`src/rtl/comb_sequencer.sv`:
```
// comb_sequencer
//
// Initiator for one combinational Comb operator. When start is accepted in
// IDLE, the sequencer latches one operand byte and sweeps every
// {op, cst} combination, with op as the outer loop and cst as the inner loop.
// Each Comb response is registered and offered downstream over a
// valid/ready handshake. A per-sweep count of status=1 results is kept.
//
// Optional build macro: COMB_SEQ_SIGNATURE_EN
//   defined   : signature accumulates rotate-left-by-1 XOR comb_output on
//               every capture; it is cleared on start and on reset.
//   undefined : no signature register is built; signature is tied to 0.
//
// Ports
//   clk          : single clock, rising edge
//   reset_n      : synchronous active-low reset
//   start        : begin a sweep (honoured only in IDLE)
//   in_byte      : operand, latched on an accepted start
//   busy         : high in every state except IDLE
//   done         : one-cycle pulse after the last result is accepted
//   comb_input   : to Comb MyInput (latched operand)
//   comb_cst     : to Comb MyConstantSelect
//   comb_op      : to Comb MyOperation
//   comb_output  : from Comb MyOutput
//   comb_status  : from Comb MyStatus
//   res_valid    : result registers hold an unconsumed result
//   res_ready    : downstream accepts the result
//   res_data     : captured comb_output
//   res_status   : captured comb_status
//   res_op       : op that produced res_data
//   res_cst      : cst that produced res_data
//   status_count : status=1 results in the current/last sweep
//   signature    : rotate-XOR signature of the results (see macro above)

module comb_sequencer #(
    parameter int unsigned DATA_W = 8,
    parameter int unsigned SEL_W  = 2
) (
    input  logic                 clk,
    input  logic                 reset_n,
    input  logic                 start,
    input  logic [DATA_W-1:0]    in_byte,
    output logic                 busy,
    output logic                 done,
    output logic [DATA_W-1:0]    comb_input,
    output logic [SEL_W-1:0]     comb_cst,
    output logic [SEL_W-1:0]     comb_op,
    input  logic [DATA_W-1:0]    comb_output,
    input  logic                 comb_status,
    output logic                 res_valid,
    input  logic                 res_ready,
    output logic [DATA_W-1:0]    res_data,
    output logic                 res_status,
    output logic [SEL_W-1:0]     res_op,
    output logic [SEL_W-1:0]     res_cst,
    output logic [2*SEL_W:0]     status_count,
    output logic [DATA_W-1:0]    signature
);

    localparam int unsigned IDX_W = 2 * SEL_W;
    localparam int unsigned CNT_W = 2 * SEL_W + 1;

    typedef enum logic [1:0] {
        S_IDLE,
        S_DRIVE,
        S_HOLD,
        S_DONE
    } state_t;

    state_t              state_q,      state_d;
    logic [IDX_W-1:0]    idx_q,        idx_d;
    logic [DATA_W-1:0]   operand_q,    operand_d;
    logic                res_valid_q,  res_valid_d;
    logic [DATA_W-1:0]   res_data_q,   res_data_d;
    logic                res_status_q, res_status_d;
    logic [SEL_W-1:0]    res_op_q,     res_op_d;
    logic [SEL_W-1:0]    res_cst_q,    res_cst_d;
    logic [CNT_W-1:0]    cnt_q,        cnt_d;
`ifdef COMB_SEQ_SIGNATURE_EN
    logic [DATA_W-1:0]   sig_q,        sig_d;
`endif

    always_ff @(posedge clk) begin
        if (!reset_n) begin
            state_q      <= S_IDLE;
            idx_q        <= '0;
            operand_q    <= '0;
            res_valid_q  <= 1'b0;
            res_data_q   <= '0;
            res_status_q <= 1'b0;
            res_op_q     <= '0;
            res_cst_q    <= '0;
            cnt_q        <= '0;
`ifdef COMB_SEQ_SIGNATURE_EN
            sig_q        <= '0;
`endif
        end else begin
            state_q      <= state_d;
            idx_q        <= idx_d;
            operand_q    <= operand_d;
            res_valid_q  <= res_valid_d;
            res_data_q   <= res_data_d;
            res_status_q <= res_status_d;
            res_op_q     <= res_op_d;
            res_cst_q    <= res_cst_d;
            cnt_q        <= cnt_d;
`ifdef COMB_SEQ_SIGNATURE_EN
            sig_q        <= sig_d;
`endif
        end
    end

    always_comb begin
        state_d      = state_q;
        idx_d        = idx_q;
        operand_d    = operand_q;
        res_valid_d  = res_valid_q;
        res_data_d   = res_data_q;
        res_status_d = res_status_q;
        res_op_d     = res_op_q;
        res_cst_d    = res_cst_q;
        cnt_d        = cnt_q;
`ifdef COMB_SEQ_SIGNATURE_EN
        sig_d        = sig_q;
`endif

        case (state_q)
            S_IDLE: begin
                if (start) begin
                    operand_d = in_byte;
                    idx_d     = '0;
                    cnt_d     = '0;
`ifdef COMB_SEQ_SIGNATURE_EN
                    sig_d     = '0;
`endif
                    state_d   = S_DRIVE;
                end
            end

            // Comb has had one full cycle to settle on the current index.
            S_DRIVE: begin
                res_data_d   = comb_output;
                res_status_d = comb_status;
                res_op_d     = idx_q[IDX_W-1:SEL_W];
                res_cst_d    = idx_q[SEL_W-1:0];
                res_valid_d  = 1'b1;
                if (comb_status) begin
                    cnt_d = cnt_q + CNT_W'(1);
                end
`ifdef COMB_SEQ_SIGNATURE_EN
                sig_d = {sig_q[DATA_W-2:0], sig_q[DATA_W-1]} ^ comb_output;
`endif
                state_d = S_HOLD;
            end

            // Termination uses the last-index compare, so the index never wraps.
            S_HOLD: begin
                if (res_valid_q && res_ready) begin
                    res_valid_d = 1'b0;
                    if (idx_q == '1) begin
                        state_d = S_DONE;
                    end else begin
                        idx_d   = idx_q + IDX_W'(1);
                        state_d = S_DRIVE;
                    end
                end
            end

            S_DONE: begin
                state_d = S_IDLE;
            end

            default: begin
                state_d = S_IDLE;
            end
        endcase
    end

    assign busy         = (state_q != S_IDLE);
    assign done         = (state_q == S_DONE);
    assign comb_input   = operand_q;
    assign comb_op      = idx_q[IDX_W-1:SEL_W];
    assign comb_cst     = idx_q[SEL_W-1:0];
    assign res_valid    = res_valid_q;
    assign res_data     = res_data_q;
    assign res_status   = res_status_q;
    assign res_op       = res_op_q;
    assign res_cst      = res_cst_q;
    assign status_count = cnt_q;
`ifdef COMB_SEQ_SIGNATURE_EN
    assign signature    = sig_q;
`else
    assign signature    = '0;
`endif

endmodule
```
`config.mk`:
```
export PLATFORM = sky130hd
export DESIGN_NAME = comb_sequencer
export DESIGN_NICKNAME = d
export VERILOG_FILES = /design/src/rtl/comb_sequencer.sv
export SDC_FILE = /design/constraint.sdc
export NUM_CORES = 1
export LEC_CHECK = 0
export CAP_MARGIN = 20
export CORE_ASPECT_RATIO = 1.2
export CORE_UTILIZATION = 42
export CTS_CLUSTER_DIAMETER = 150
export DETAILED_ROUTE_END_ITERATION = 8
export PLACE_DENSITY = 0.86
export SYNTH_ARGS = -nofsm -noshare
export SYNTH_HDL_FRONTEND = slang
export SYNTH_SLANG_ARGS = --single-unit
```
`constraint.sdc`:
```
create_clock -name clk -period 1.7 [get_ports clk]
set_input_delay 0.255 -clock clk [delete_from_list [all_inputs] [get_ports clk]]
set_output_delay 0.255 -clock clk [all_outputs]
set_load 0.01 [all_outputs]
```
# == After elaboration in Yosys (flattened, before gate mapping) ==
# Index checks and enable logic that the tools add are counted.
# W data, S select, Z words.
# word_totals
out_inout_bits,41
word_cells,43
register_bits,33
input_bits,21
# classes
n_eq_ne,8
reduce_logical,11
add_sub_neg,2
n_mux,13
# op_table
op,count
$mux W4,3
$mux W5,2
$pmux W5 S2,1
$ne A2 B2 Y1 const B,4
$pmux W2 S4,1
$pmux W4 S2,1
$reduce_bool A2 Y1,4
$mux W2,3
$reduce_and A2 Y1,3
$add A5 B1 Y5 const B,1
$add A4 B1 Y4 const B,1
$eq A2 B2 Y1 const B,2
$eq A4 B4 Y1 const B,1
$reduce_and A4 Y1,1
$reduce_and A3 Y1,1
$eq A2 B1 Y1 const B,1
$logic_not A2 Y1,1
$pmux W1 S2,1
$logic_and A1 B1 Y1,1
$mux W1,1

# == Logic depth before layout (Yosys ltp) ==
# Gate-level depths: netlist of run 1.
# depth
depth_word,4
depth_mapped,5
mapped_depth_nobuf,4

# == Least setup slack after synthesis of run 1 ==
# OpenSTA, ideal clock, no wires.
# synth_timing
path_kind,reg2reg
start,register idx_q[0]
end,register idx_q[3]
stages_incl_launch_ff,5
path_slack_ps,419
arrival_ps,1193
required_time_ps,1612
period_less_slack_ps,1281
n_path_buf,0
setup_ps,88
cell_sequence,dfxtp_1 > ha_1 > and4b_1 > o2bb2a_4 > o32ai_2
# synth_between
elab_chain_cells,4
word_cells_on_any_way,7
cone_classes,1 x add/sub; 2 x eq/ne; 3 x mux; 1 x reduce/logical
# synth_rtl
element,line_no,text
"start, declared",71,"logic [IDX_W-1:0] idx_q, idx_d;"
"start signal, assigned",99,idx_q <= idx_d;
$add A4 B1 Y4,163,idx_d = idx_q + IDX_W'(1);
$mux W4,160,if (idx_q == '1) begin
$mux W4,158,if (res_valid_q && res_ready) begin
$pmux W4 S2,127,case (state_q)
# Parallel ways exist; a longest one is shown, timed or not. The select of a mux whose other input is x is not followed.
# A chain may end at the register's enable or synchronous reset.

# == Worst setup path in the final report of run 1 ==
# layout_timing
start,register idx_q[3]
end,output comb_op[1]
# layout_lines
element,line_no,text
"end, declared",47,"output logic [SEL_W-1:0] comb_op,"
# No word-level cell between the ends.

==> summary.md, run 1 <==
| Metric | Value |
|---|---|
| Outcome | `finished clean` |
| Final instance area | `0.00211 mm2` |
| WS Path Type | `reg2out` |
| Tot Pwr | `1.74 mW` |
| RSZ-0062 raised after global routing | `false` |
| Clock Tree Buf Depth | `2` |
| Hold crit path type | `reg2reg` |
| Vert. Die Dim | `66.6 um` |
| DRC errors left | `0` |
| Number of CTS-inserted buffers | `5` |
| Cells after DPL | `257` |
| GRT overflow | `0` |
| Global-route wire length before repair | `5250 um` |
| Area delta synth->final | `44.6%` |
| Yosys cell types | `38` |
| # fillers | `287` |
| Total global-route track usage | `0.185` |
| Synth top area share | `0.452` |
| Root buf cell | `clkbuf_8` |
| CP Buf/Inv Count | `1` |
| Period utilization | `0.972` |
| Max-cap viol count | `0` |
| Min cycle time layout | `about 1700 ps` |
| Critical Path RT | `1440 ps` |
| Die W | `about 56 um` |
| Post-synth top cells | `nand2_1, dfxtp_1, a21oi_1, buf_4, nand3_1` |
| Core Rows | `23` |
| Slew Viols, Final | `0` |
| Synth area leaders | `dfxtp_1, nand2_1, a21oi_1, buf_4, mux2i_1` |
| Port-buffer cells | `53` |
| Core ar. | `0.00334 mm2` |
| Gpl congestion | `0.769` |
| Top cell family by delay on the critical path | `buffers and inverters` |
| DR vias | `1326` |
| FMAX | `605 MHz` |
| Worst path slowest cell | `clkdlybuf4s50_1` |
| Skew final | `6.09 ps` |
| Mapped Avg Cell Area | `8.65 um2` |
| Critical path data arrival time | `1400 ps` |
| Post-synthesis cell area | `0.00146 mm2` |
| Vias in the first global route | `1202` |
| Crit path cell chain | `clkdlybuf4s50_1` |
| Hold-fix buffers, CTS | `0` |
| Final net count | `250` |
| Final Hold Viols | `0` |
| Startpoint class of the critical path | `register` |
| Clock Sinks | `33` |
| Initial antenna violation count | `0` |
| Leakage | `0.803 nW` |
| Mapped Cells | `169` |
| Area of the die | `roughly 0.0037 mm2` |
| Main flop type after synthesis | `dfxtp_1` |
| Critical path's largest stage delay | `610 ps` |
| Inserted Diodes | `0` |
| Fraction of registers with async set/reset | `0` |
| M1 WL | `1310 um` |
| Total Wirelength | `approximately 3200 um` |
| Hpwl dp | `2330 um` |
| Drt wl/cell | `between 10 and 15 um` |
| DR vias/cell | `roughly 5` |
| Synthesis warning total | `0` |
| I/O pin cnt | `62` |
| Clock latency on the worst-skew pair | `around 280 ps` |
| Routed length on met2 | `1600 um` |
| Post-Layout Cell Count | `265` |
| Flops & latches, synth | `33` |
| Largest net degree at the start of global routing | `15` |
| Fraction of layout cells with a size suffix above 1 | `0.114` |
| DRT Pass-1 Iters | `4` |
| Post-synth EDFFs | `0` |
| Final setup viols | `0` |
| Post-synthesis sequential area ratio | `0.452` |
| Place WS | `-4.53 ps` |
| CTS tree | `built` |
| Clock-pin transition on the worst setup and hold timing paths | `60 ps` |
| Worst VDD drop | `0.649 mV` |
| Synth area leader | `dfxtp_1` |
| Routed Antenna Nets | `0` |
| Area of the multi-input gates | `711 um2` |
| Top layer in use | `met4` |
| Top-count cell post-synth | `nand2_1` |
| First DRT Iteration DRCs | `40` |
| Register area | `666 um2` |
| H-tree levels | `2` |
| Setup ws final | `47.5 ps` |
| Met3 WL post-DR | `between 200 and 250 um` |
| Crit path capture type | `primary output` |
| Starting density of the core | `0.438` |
| Pwr/cell area | `821 mW/mm2` |
| Area of placed instances | `0.00201 mm2` |
| Max FO, Critical Path | `8` |
==> where the power goes <==
part	internal, mW	switching, mW
combinational	0.151	0.124
clock	0.365	0.265
sequential	0.805	0.0255
==> per-stage QoR <==
stage / TNS (ps) / utilization / hold WS (ps)
detailed placement: -4.53 / 0.602 / 446
floorplan: 0 / - / 391
global route: 0 / 0.633 / 473
global placement: 0 / 0.602 / 441
finish: 0 / 0.633 / 452
CTS: 0 / 0.633 / 455
==> area by class of cell <==
class | instances | area share
Multi-Input combinational cell | 125 | 0.336
Sequential cell | 33 | 0.315
Tap cell | 37 | 0.0219
Clock inverter | 1 | 0.00237
Inverter | 2 | 0.00355
Timing Repair Buffer | 60 | 0.275
Clock buffer | 7 | 0.0456
==> tightest hold or removal path: stages (launching register included) <==
cell	delay, ps
dfxtp_1	300
nand2_1	50
a21oi_1	50
==> timing repair <==
action	4_1_cts	5_1_grt
hold endpoints to repair	0	0
setup buffers	0	0
gates resized for setup	4	0
endpoints found under the setup margin	2	0
==> sequential cells by signal, indices dropped and copies added, names as in the netlist <==
register      flops
res_status        1
comb_input        8
status_count      5
state_q           2
res_cst           2
res_data          8
idx_q             4
res_op            2
res_valid         1
==> cells in the final DEF, fill, tap and decap left out, drive strengths merged, types with 2 or more instances in the layout <==
| cell | n |
|---|---|
| a21oi | 25 |
| a22oi | 2 |
| and2 | 2 |
| buf | 7 |
| clkbuf | 7 |
| clkdlybuf4s50 | 52 |
| conb | 8 |
| dfxtp | 33 |
| ha | 2 |
| inv | 2 |
| mux2i | 3 |
| nand2 | 47 |
| nand3 | 5 |
| nand3b | 2 |
| nand4b | 3 |
| nor2 | 4 |
| o21ai | 4 |
| or3 | 2 |
| or3b | 2 |
| xor2 | 2 |
==> metal layers <==
layer,up-vias,global-route usage
li1,670,-
met5,-,0
met1,597,0.197
met4,0,0.125
met3,9,0.0485
met2,50,0.322
==> final timing paths <==
check | startpoint | to | slack [ps] | depth (start not counted)
max reg2reg | idx_q[0] | idx_q[3] | 270 | 4
min | res_data[5] | res_data[5] | 450 | 2
min reg2reg | res_data[5] | res_data[5] | 450 | 2
max | idx_q[3] | comb_op[1] | 50 | 1
==> logic make-up (layout without fill, tap and decap cells) <==
family / Yosys count / count (layout) / share of synthesized area
buf+inv: 18 / 70 / 0.0796
compound gates: 37 / 37 / 0.164
other cells: 1 / 8 / 0.00257
simple gates: 73 / 73 / 0.252
flops: 33 / 33 / 0.452
fa+ha+maj: 2 / 2 / 0.0171
mux: 3 / 3 / 0.0205
xor+xnor: 2 / 2 / 0.0120
(Power assumes the default switching activity.)
==> inputs of run 2 (changes only) <==
--- a/config.mk
+++ b/config.mk
@@ -6,11 +6,13 @@
 export NUM_CORES = 1
 export LEC_CHECK = 0
 export CAP_MARGIN = 20
+export CELL_PAD_IN_SITES_DETAIL_PLACEMENT = 0
+export CELL_PAD_IN_SITES_GLOBAL_PLACEMENT = 2
 export CORE_ASPECT_RATIO = 1.2
-export CORE_UTILIZATION = 42
+export CORE_UTILIZATION = 23
 export CTS_CLUSTER_DIAMETER = 150
 export DETAILED_ROUTE_END_ITERATION = 8
-export PLACE_DENSITY = 0.86
+export PLACE_DENSITY = 0.85
 export SYNTH_ARGS = -nofsm -noshare
 export SYNTH_HDL_FRONTEND = slang
 export SYNTH_SLANG_ARGS = --single-unit
==> constraint.sdc (replaced) <==
create_clock -name clk -period 1.7 [get_ports clk]
set_input_delay 0.51 -clock clk [delete_from_list [all_inputs] [get_ports clk]]
set_output_delay 0.51 -clock clk [all_outputs]
set_load 0.01 [all_outputs]
==> summary.md, run 2 (synthesis results as in run 1) <==
| Metric | Value |
|---|---|
| Outcome | `finished clean` |
| Total Wirelength | `3620 um (+13%)` |
| CTS tree | `built` |
| Max-cap viol count | `0 (unchanged)` |
| Drt wl/cell | `11.4 um (-5.7%)` |
| Global-route wire length before repair | `5830 um (+11%)` |
| Inserted Diodes | `0 (unchanged)` |
| Gate power share | `0.176 (+0.018)` |
| Crit path cell chain | `clkdlybuf4s50_1` |
| Sequential share of power | `0.491 (+0.012)` |
| DR vias | `1370 (+3.3%)` |
| Min cycle time layout | `1660 ps (+8.75 ps)` |
| Fraction of layout cells with a size suffix above 1 | `0.140 (+0.0258)` |
| Top cell family by delay on the critical path | `buffers and inverters` |
| Core ar. | `0.00609 mm2 (+82%)` |
| Clock Tree Buf Depth | `2 (unchanged)` |
| Clock Sinks | `33 (unchanged)` |
| FMAX | `602 MHz (-0.53%)` |
| Critical path's largest stage delay | `540 ps (-70 ps)` |
| Hold-fix buffers, CTS | `0 (unchanged)` |
| Root buf cell | `clkbuf_8` |
| Skew final | `7.33 ps (+1.23 ps)` |
| Cells after DPL | `309 (+20%)` |
| Final setup viols | `0 (unchanged)` |
| Setup ws final | `38.8 ps (-8.75 ps)` |
| Starting density of the core | `0.240 (-0.198)` |
| Pwr/cell area | `744 mW/mm2 (-9.5%)` |
| Most common cell after layout, fill and taps aside | `nand2_1` |
| Critical Path RT | `1190 ps (-250 ps)` |
| Worst relative slew slack | `0.644` |
| Period utilization | `0.977 (+0.00514)` |
| Final Hold Viols | `0 (unchanged)` |
| Place WS | `-270 ps (-265 ps)` |
| Post-Layout Cell Count | `318 (+20%)` |
| DRT Pass-1 Iters | `4 (unchanged)` |
| Port-buffer cells | `53 (unchanged)` |
| CP Buf/Inv Count | `1 (unchanged)` |
| Clock latency on the worst-skew pair | `280 ps (about the same)` |
| Switching share of power | `0.257 (+0.0186)` |
| Share of total power in the clock network | `0.333 (-0.030)` |
| Area of the die | `0.00668 mm2 (+80%)` |
| Critical path data arrival time | `1150 ps (-250 ps)` |
| Gpl congestion | `0.809 (+5.2%)` |
| Hpwl dp | `2620 um (+13%)` |
| First DRT Iteration DRCs | `43 (+7.5%)` |
| Initial antenna violation count | `0 (unchanged)` |
| Leakage | `1.14 nW (+41%)` |
| Total global-route track usage | `0.117 (-0.0676)` |
| H-tree levels | `2 (unchanged)` |
| GRT overflow | `0 (unchanged)` |
| Routed Antenna Nets | `0 (unchanged)` |
| Largest net degree at the start of global routing | `15 (unchanged)` |
| Vert. Die Dim | `89.3 um (+34%)` |
| Core Rows | `31 (+35%)` |
| Die W | `74.8 um (+34%)` |
| Min Hold Slack | `451 ps (-0.619 ps)` |
| Most frequent cells in the layout | `nand2_1, dfxtp_1, clkdlybuf4s50_1` |
| Vias in the first global route | `1269 (+5.6%)` |
| I/O pin cnt | `62 (unchanged)` |
| Setup tns final | `0 ps (unchanged)` |
| Sw power | `431 uW (+4.1%)` |
| Tot Pwr | `1.68 mW (-3.5%)` |
| RSZ-0062 raised after global routing | `false` |
| Area delta synth->final | `54.2%` |
| Worst path slowest cell | `clkdlybuf4s50_1` |
| Slew Viols, Final | `0 (unchanged)` |
| DRC errors left | `0 (unchanged)` |
| Worst VDD drop | `0.296 mV (-54%)` |
| Final net count | `258 (+3.2%)` |
| Crit path capture type | `primary output` |
| Number of CTS-inserted buffers | `5 (unchanged)` |
| Startpoint class of the critical path | `register` |
| Internal power | `1.24 mW (-5.8%)` |
| WS Path Type | `reg2out` |
| Max FO, Critical Path | `2 (-6)` |
| DR vias/cell | `4.31 (-14%)` |
| Worst-margin pin slew | `roughly 530 ps` |
| FF-to-FF setup slack | `210 ps (-60 ps)` |
| Clock-pin transition on the worst setup and hold timing paths | `70 ps (about the same)` |
| Hold crit path type | `reg2reg` |
run 2: cell types whose count changed in the layout (fill, tap and decap cells not counted), moves of 2 or more:
cell	change
dlygate4sd2_1	+6
buf_4	+7
dlymetal6s2s_1	+16
clkdlybuf4s50_1	-23
clkbuf_8	-2
run 2: repair_timing:
item / 4_1_cts / 5_1_grt
endpoints found under the setup margin: 8 / 17
setup buffers: 0 / 1
pin swaps: 0 / 1
gates resized for setup: 11 / 16
hold endpoints to repair: 0 / 0
run 2: path summary, 6_finish.rpt:
path	from	to	depth (start not counted)
hold reg to reg	res_data[1]	res_data[1]	2
setup reg to reg	state_q[1]	idx_q[2]	5
setup / recovery	idx_q[3]	comb_op[1]	1
hold / removal	res_data[1]	res_data[1]	2
run 2: worst register-to-register path, stage by stage (launching register included):
cell      delay [ps]
dfxtp_1          330
buf_4            170
or3b_4           420
buf_4            150
a21boi_0         150
o221a_1          210
run 2: metrics by stage:
stage,utilization,cell area (um2)
after floorplan,-,1490
after global placement,0.350,2130
after detailed placement,0.350,2130
after CTS,0.362,2210
after global routing,0.370,2250
final,0.370,2250
run 2: cell type report:
| class | count | area, um2 |
|---|---|---|
| well taps | 82 | 103 |
| clock buffers | 6 | 72.6 |
| clock inverters | 2 | 10.0 |
| fillers | 669 | 3840 |
| repair buffers | 68 | 687 |
| flip-flops and latches | 33 | 663 |
| multi-input cells | 125 | 711 |
| inverters | 2 | 7.51 |
run 2: power by group through the flow:
stage | sequential, mW | clock (mW) | combinational, mW
6_report | 0.822 | 0.558 | 0.295
5_1_grt | 0.826 | 0.617 | 0.325
4_1_cts | 0.823 | 0.587 | 0.302
3_5_place_dp | 0.840 | 0 | 0.305
3_3_place_gp | 0.840 | 0 | 0.302
2_1_floorplan | 0.853 | 0 | 0.146
run 2: routing by layer:
metal	share of wire	GRT usage	vias up
li1	-	-	690
met1	0.44	0.137	630
met2	0.48	0.195	46
met3	0.067	0.0406	4
met4	0.0099	0.0463	0
met5	0	0	-
==> inputs of run 3 (changes only) <==
--- a/config.mk
+++ b/config.mk
@@ -12,6 +12,7 @@
 export CORE_UTILIZATION = 23
 export CTS_CLUSTER_DIAMETER = 150
 export DETAILED_ROUTE_END_ITERATION = 8
+export HOLD_SLACK_MARGIN = 0.12
 export PLACE_DENSITY = 0.85
 export SYNTH_ARGS = -nofsm -noshare
 export SYNTH_HDL_FRONTEND = slang
==> results of run 3 <==
No change in the layout: final DEF, timing and power equal those of run 2.
